[src/rtl/layer_out_serializer.sv]
`default_nettype none
// ============================================================================
// Module      : layer_out_serializer
// Description : Captures a parallel layer output vector, replays it one word
//               per cycle and tracks the running argmax of the stream.
// Revision    : 1.0 - initial release
// ============================================================================
module layer_out_serializer #(
  parameter int NUM_NEURON = 2,
  parameter int DATA_W     = 16,
  parameter bit SIGNED     = 1'b1,
  localparam int IDX_W     = (NUM_NEURON > 1) ? $clog2(NUM_NEURON) : 1
) (
  input  logic                         clk,
  input  logic                         rst,
  input  logic [NUM_NEURON-1:0]        in_valid,
  input  logic [NUM_NEURON*DATA_W-1:0] in_data,
  input  logic                         clr_err,
  output logic                         out_valid,
  output logic [DATA_W-1:0]            out_data,
  output logic                         busy,
  output logic                         done,
  output logic [IDX_W-1:0]             max_idx,
  output logic [DATA_W-1:0]            max_val,
  output logic                         overrun,
  output logic                         mismatch
);

  localparam logic [0:0]       c_idle  = 1'b0;
  localparam logic [0:0]       c_shift = 1'b1;
  localparam logic [IDX_W-1:0] c_last  = IDX_W'(NUM_NEURON - 1);

  logic [0:0]        r_state;
  logic [0:0]        w_state_nxt;
  logic [IDX_W-1:0]  r_cnt;
  logic [DATA_W-1:0] r_buf [NUM_NEURON];
  logic [DATA_W-1:0] r_run_val;
  logic [IDX_W-1:0]  r_run_idx;
  logic              r_done;
  logic [IDX_W-1:0]  r_max_idx;
  logic [DATA_W-1:0] r_max_val;
  logic              r_overrun;
  logic              r_mismatch;

  logic              w_in_shift;
  logic              w_last;
  logic              w_accept;
  logic              w_drop;
  logic              w_mismatch_set;
  logic [DATA_W-1:0] w_word;
  logic              w_gt;
  logic              w_take;
  logic [DATA_W-1:0] w_cand_val;
  logic [IDX_W-1:0]  w_cand_idx;

  assign w_in_shift     = (r_state == c_shift);
  assign w_last         = (r_cnt == c_last);
  assign w_accept       = in_valid[0] & (~w_in_shift | w_last);
  assign w_drop         = in_valid[0] & w_in_shift & ~w_last;
  assign w_mismatch_set = (in_valid != '0) && (in_valid != '1);
  assign w_word         = r_buf[r_cnt];

  generate
    if (SIGNED) begin : g_signed_cmp
      assign w_gt = $signed(w_word) > $signed(r_run_val);
    end else begin : g_unsigned_cmp
      assign w_gt = w_word > r_run_val;
    end
  endgenerate

  // Word 0 always seeds the max; later words replace only when strictly greater.
  assign w_take     = (r_cnt == '0) | w_gt;
  assign w_cand_val = w_take ? w_word : r_run_val;
  assign w_cand_idx = w_take ? r_cnt  : r_run_idx;

  always_ff @(posedge clk or negedge rst) begin
    if (!rst) begin
      r_state <= c_idle;
    end else begin
      r_state <= w_state_nxt;
    end
  end

  always_comb begin
    w_state_nxt = r_state;
    case (r_state)
      c_idle:  if (w_accept) w_state_nxt = c_shift;
      c_shift: if (w_last && !w_accept) w_state_nxt = c_idle;
      default: w_state_nxt = c_idle;
    endcase
  end

  always_comb begin
    out_valid = w_in_shift;
    busy      = w_in_shift;
    out_data  = w_in_shift ? w_word : '0;
  end

  always_ff @(posedge clk or negedge rst) begin
    if (!rst) begin
      for (int i = 0; i < NUM_NEURON; i++) r_buf[i] <= '0;
      r_cnt      <= '0;
      r_run_val  <= '0;
      r_run_idx  <= '0;
      r_done     <= 1'b0;
      r_max_idx  <= '0;
      r_max_val  <= '0;
      r_overrun  <= 1'b0;
      r_mismatch <= 1'b0;
    end else begin
      if (w_accept) begin
        for (int i = 0; i < NUM_NEURON; i++) r_buf[i] <= in_data[i*DATA_W +: DATA_W];
      end

      if (w_accept) begin
        r_cnt <= '0;
      end else if (w_in_shift) begin
        r_cnt <= w_last ? '0 : r_cnt + 1'b1;
      end

      if (w_accept) begin
        r_run_val <= '0;
        r_run_idx <= '0;
      end else if (w_in_shift) begin
        r_run_val <= w_cand_val;
        r_run_idx <= w_cand_idx;
      end

      // Final word folds straight into the result, so a back-to-back accept
      // can clear the running max without losing vector A's argmax.
      r_done <= w_in_shift & w_last;
      if (w_in_shift && w_last) begin
        r_max_val <= w_cand_val;
        r_max_idx <= w_cand_idx;
      end

      r_overrun  <= w_drop | (r_overrun & ~clr_err);
      r_mismatch <= w_mismatch_set | (r_mismatch & ~clr_err);
    end
  end

  assign done     = r_done;
  assign max_idx  = r_max_idx;
  assign max_val  = r_max_val;
  assign overrun  = r_overrun;
  assign mismatch = r_mismatch;

endmodule
`default_nettype wire

[config.mk]
export PLATFORM = sky130hd
export DESIGN_NAME = layer_out_serializer
export DESIGN_NICKNAME = d
export VERILOG_FILES = /design/src/rtl/layer_out_serializer.sv
export SDC_FILE = /design/constraint.sdc
export NUM_CORES = 1
export LEC_CHECK = 0
export BUFFER_PORTS_ARGS = -buffer_cell sky130_fd_sc_hd__buf_4
export CORE_ASPECT_RATIO = 1.75
export CORE_MARGIN = 2
export CORE_UTILIZATION = 52
export CTS_BUF_LIST = sky130_fd_sc_hd__clkbuf_8
export DETAILED_ROUTE_END_ITERATION = 10
export HOLD_SLACK_MARGIN = 0.15
export PLACE_DENSITY_LB_ADDON = 0.1
export SYNTH_ARGS = -nofsm -noshare
export SYNTH_HDL_FRONTEND = slang
export SYNTH_SLANG_ARGS = --single-unit
[constraint.sdc]
create_clock -name clk -period 3.09 [get_ports clk]
set_input_delay 0.1545 -clock clk [delete_from_list [all_inputs] [get_ports clk]]
set_output_delay 0.1545 -clock clk [all_outputs]
set_load 0.01 [all_outputs]
[Word level (Yosys, flattened, before mapping)]
Index checks and enable logic that the tools add are counted.
Storage, ports and cells
  register bits: 71
  latch bits: 0
  memory bits (writable): 0
  bits in read-only memories: 0
  bits of input ports: 37
  logic and storage cells: 51
  memories kept: 0
Cells by class
  add/sub/neg operators: 1
  $mul: 0
  div/mod/pow operators: 0
  order comparisons: 2
  equality and inequality tests: 1
  shift-type cells: 0
  muxes and demuxes: 16
  bitwise logic cells: 14
  reductions and logical operators: 6
Operators by type and width (number)
  $mux 16: 7
  $gt 16x16->1: 1
  $mux 1: 8
  $and 1x1->1: 6
  $or 1x1->1: 4
  $reduce_bool 2->1: 2
  $logic_and 1x1->1: 3
  $not 1->1: 3
  $ge 2x2->1 const B: 1
  $ne 2x2->1 const B: 1
  $not 1->2: 1
  $pmux 1 s2: 1
  $add 1x1->1 const B: 1
  $logic_not 1->1: 1

[Longest topological paths before layout]
  depth after elaboration: 9
  depth in mapped cells: 12
  mapped depth without buffers: 8

[Worst setup path after synthesis]
OpenSTA, ideal clock, no wires.
  path kind: flip-flop to flip-flop
  start point: reg r_cnt
  end point: reg r_max_val[10] (netlist: max_val[10])
  setup time: 0.126 ns
  arrival time: 3.286 ns
  data required time: 2.964 ns
  setup slack: -0.322 ns
  cell stages (with the launch flop): 13
  buffers on the path: 4
  clock period less this slack: 3.412 ns
  cell sequence: dfrtp_1 -> clkbuf_1 -> buf_1 -> mux2_2 -> ha_1 -> nand4_4 -> o21bai_1 -> or3_4 -> and2_4 -> o211a_1 -> buf_6 -> buf_6 -> a221o_1
On the way
  cells in the longest elaborated chain, start to end: 7
  elaborated cells between the ends (all ways): 9
  those cells by class: order compare: 1; mux: 4; bitwise: 3; reduce/logical: 1
RTL lines
  start, declared: RTL line 35  | logic [IDX_W-1:0] r_cnt;
  start signal, assigned: RTL line 118  | r_cnt <= w_last ? '0 : r_cnt + 1'b1;
  $not 1->2 (implied by the code): RTL line 61  | assign w_word = r_buf[r_cnt];
  $mux 16 (implied by the code) (3 in a row): RTL line 61
  $gt 16x16->1: RTL line 65  | assign w_gt = $signed(w_word) > $signed(r_run_val);
  $or 1x1->1: RTL line 72  | assign w_take = (r_cnt == '0) | w_gt;
  $mux 16: RTL line 73  | assign w_cand_val = w_take ? w_word : r_run_val;
  end signal, assigned: RTL line 133  | r_max_val <= w_cand_val;
  end, declared: RTL line 41  | logic [DATA_W-1:0] r_max_val;
Parallel ways exist; a longest one is shown, timed or not. The select of a mux whose other input is x is not followed.
A chain may end at the register's enable or synchronous reset.

[Worst setup path after layout]
  start point: reg r_cnt
  end point: reg r_max_val[4] (netlist: max_val[4])
Same word-level chain as after synthesis.

==> impl_metrics.ini <==
[finish]
finalInstanceArea_mm2 = 0.00504
n_diodes = 0
utilization_pct = 71.3
syn2layout_area_growth_pct = 34.7
fillerInstances = 528
number_of_nets_in_the_final_layout = 519
instances_no_fill = 556
final_layout_size_suffix_gt1_share_pct = 34.7

[floorplanning]
die_w_um = 68.2
start_util_pct = 52.9
fp.dieArea_mm2 = 0.00792
floorplan.core_area_mm2 = 0.00708
fp-row-count = 41
io_pins = 75
dieHeight_um = 116

[synthesis]
synth_compound_gate_area_share_pct = 14.7
synthesis.area_per_instance_um2 = 11.1
netlist_area_mm2 = 0.00374
synthArstFlopShare_pct = 100
synth_flop_cell = dfrtp_1
synth_top_family_by_area = compound AO/OA/AOI/OAI gates
post_synth_inst_count = 336
share_of_synthesized_area_occupied_by_flip_flops_and_latches_pct = 47.4
count_of_flip_flops_with_a_built_in_enable_after_synthesis = 0
warning_count_from_the_yosys_run = 0
yosys.area_share.adder_pct = 5.35
synth_cell_types = 39
synth_xor_area_share_pct = 0.234
synth.mux.area_fraction_pct = 14.4
synth.ff_latch_count = 71
mappedNetlistNets = 389
post_synth_and_or_nand_nor_area_fraction_pct = 12.0

[timing]
fin_max_slew_vios = 0
final.period_utilization_pct = 94.1
slew_headroom_pct = 40.4
setup_slack_ns = 0.182
layout_min_cycle_time_ns = 2.91
finalSetupViolCount = 0
final_sum_of_negative_setup_slack_ns = 0
timing.fmax_ghz = 0.344
final_hold_violation_count = 0
whs_ns = 0.462
unrepaired_setup_endpoints_after_global_routing = no
worst-slew-pin-transition_ns = 0.894
fin_worst_skew_ns = 0.00726

[critical_path]
path_class = reg2reg
critical-path-max-stage-delay_ns = 0.40
path_delay_family = compound AO/OA/AOI/OAI gates
r2r.worst_path.cells = 9
start_kind = flip-flop
critical_path.n_buffers_inverters = 1
critical_path_peak_fanout = 17
cp.required_ns = 3.31
timing.critical_path.to = max_val[4]
worst_r2r_startpoint = r_cnt
crit_cells = 9
worst_setup_path_startpoint = r_cnt
regToRegSetupSlack_ns = 0.18
worst_path_max_delay_cell = o211a_2
rr_endpoint = max_val[4]
timing.critical_path.to_type = flip-flop
crit_path_cell_trace = buf_4, mux2_2, ha_1, nand4_4, o21bai_1, or3_4, and2_4, o211a_2, a221o_1
crit_arrival_ns = 3.13

[placed_design]
dp.cells = 501
preCtsSetupSlack_ns = 0.0895
numPortBuffers = 74
dpl-instance-area_mm2 = 0.00449
hpwlAfterDp_um = 7110
gp_routability_congestion = 0.903

[clocking]
worstSkewPairLatency_ns = 0.35
clockRootBuffer = clkbuf_8
htree_num_levels = 3
worst_setup_hold_path_clk_slew_ns = 0.07
clkSinkCount = 71
cts_tree = done
cts.path.max_buffers = 2
cts_made_buffers = 9

[job]
timing.max_cap.violations = 0

[detailed_routing]
dr.max_layer_used = met4
first_iter_violations = 243
drc = 0
routed_wire_length_per_instance_um = 18.0
vias = 3052
detailedRoute.firstPassIterationCount = 4
m1WireLength_um = 3730
routed-wl-met2_um = 5580
drtAntennaViolNets = 0
routed_via_density = 5.49
routed_met3_length_um = 329
finalWirelength_um = 9990

[pwr]
irDropWorstVdd_v = 0.000710
power_leakage_nw = 2.37
total_power_mw = 5.81
power_density_mw_per_mm2 = 1150

[global_routing]
grt-ovfl-total = 0
grt_antenna_before_repair = 0
grt_usage_pct = 27.0
via_count_of_the_first_global_routing_pass = 3107
grt_first_pass_wirelength_um = 15400
largest_net_degree_at_the_start_of_global_routing = 72

[run_status]
status = finished clean

[hold_path]
hold_class = in2async
==> placed cells by master, fill, tap and decap left out, drive strengths merged, types with 2 or more instances in the layout <==
cell type / synthesis / final
buf: 10 / 99
dfrtp: 71 / 71
mux2: 47 / 47
inv: 35 / 39
dlygate4sd3: 0 / 38
and2: 34 / 34
nand2: 26 / 26
o21ai: 20 / 20
o211ai: 17 / 17
a221o: 16 / 16
ha: 16 / 16
clkbuf: 8 / 10
a21oi: 6 / 6
nand4: 4 / 4
nor2b: 3 / 3
nor2: 3 / 3
o21bai: 3 / 3
nand2b: 2 / 2
a2111oi: 2 / 2
==> worst register-to-register path: cells and delay by family, from the launching register on <==
kind / cells / cell delay, ns
buffers and inverters: 1 / 0.16
flip-flops: 1 / 0.37
adder cells (fa/ha/maj): 1 / 0.34
multiplexers: 1 / 0.36
AO/OA/AOI/OAI: 3 / 0.84
AND/OR/NAND/NOR: 3 / 0.72
==> synthesized netlist by cell type, drive strengths merged (4+ instances only) <==
cell type,count,area share (%)
o211ai,17,3.5
nand4,4,1.1
ha,16,5.3
mux2,47,14
a21oi,6,0.80
dfrtp,71,47
clkbuf,8,0.80
buf,10,1.6
o21ai,20,2.7
a221o,16,4.3
nand2,26,2.6
and2,34,5.7
inv,35,3.5
==> worst min path at each step <==
stage,start,depth (start not counted),to,slack [ns]
2_1_floorplan,rst,0,busy,-0.14
3_3_place_gp,rst,1,r_buf[20],0.33
3_5_place_dp,rst,1,r_buf[20],0.34
4_1_cts,rst,2,r_buf[7],0.50
5_1_grt,r_buf[22],1,r_buf[22],0.51
6_report,rst,2,r_buf[20],0.46
==> sequential cells by signal, indices dropped and copies added (netlist names) <==
register,count
r_buf,32
max_val,16
r_run_val,16
busy,1
done,1
max_idx,1
mismatch,1
overrun,1
r_cnt,1
r_run_idx,1
==> per-layer routing <==
layer / vias to the layer above / track usage (%)
met5: - / 0
met2: 81 / 48.9
met3: 24 / 5.11
li1: 1444 / -
met4: 0 / 12.3
met1: 1503 / 29.6
==> final cells by class <==
cell class              count  area [um^2]  area share, %
flip-flops and latches     71         1780           35.2
multi-input cells         212         1750           34.6
repair buffers            137         1120           22.3
clock buffers              10          138           2.73
inverters                  35          131           2.60
well taps                  86          108           2.13
clock inverters             5         20.0          0.397
==> report_power, final <==
group | switching (mW) | internal, mW | leakage, nW
logic | 1.79 | 1.73 | 1.42
clock network | 0.323 | 0.296 | 0.0971
registers | 0.280 | 1.40 | 0.855
total | 2.39 | 3.42 | 2.37
==> kinds of logic after synthesis <==
logic type                 Yosys count
AOI/OAI and AO/OA                   68
xor gates and xnor gates             1
muxes                               48
and+or+nand+nor                     79
adders and majority gates           16
DFF                                 71
buffers and inverters               53
==> what timing repair did <==
action                                  4_1_cts  5_1_grt
hold endpoints to repair                    106        0
gates resized for setup                       0        1
endpoints found under the setup margin        0       17
setup buffers                                 0        2
hold buffers                                 38        0
No activity file was read; power rests on OpenSTA's default activity.
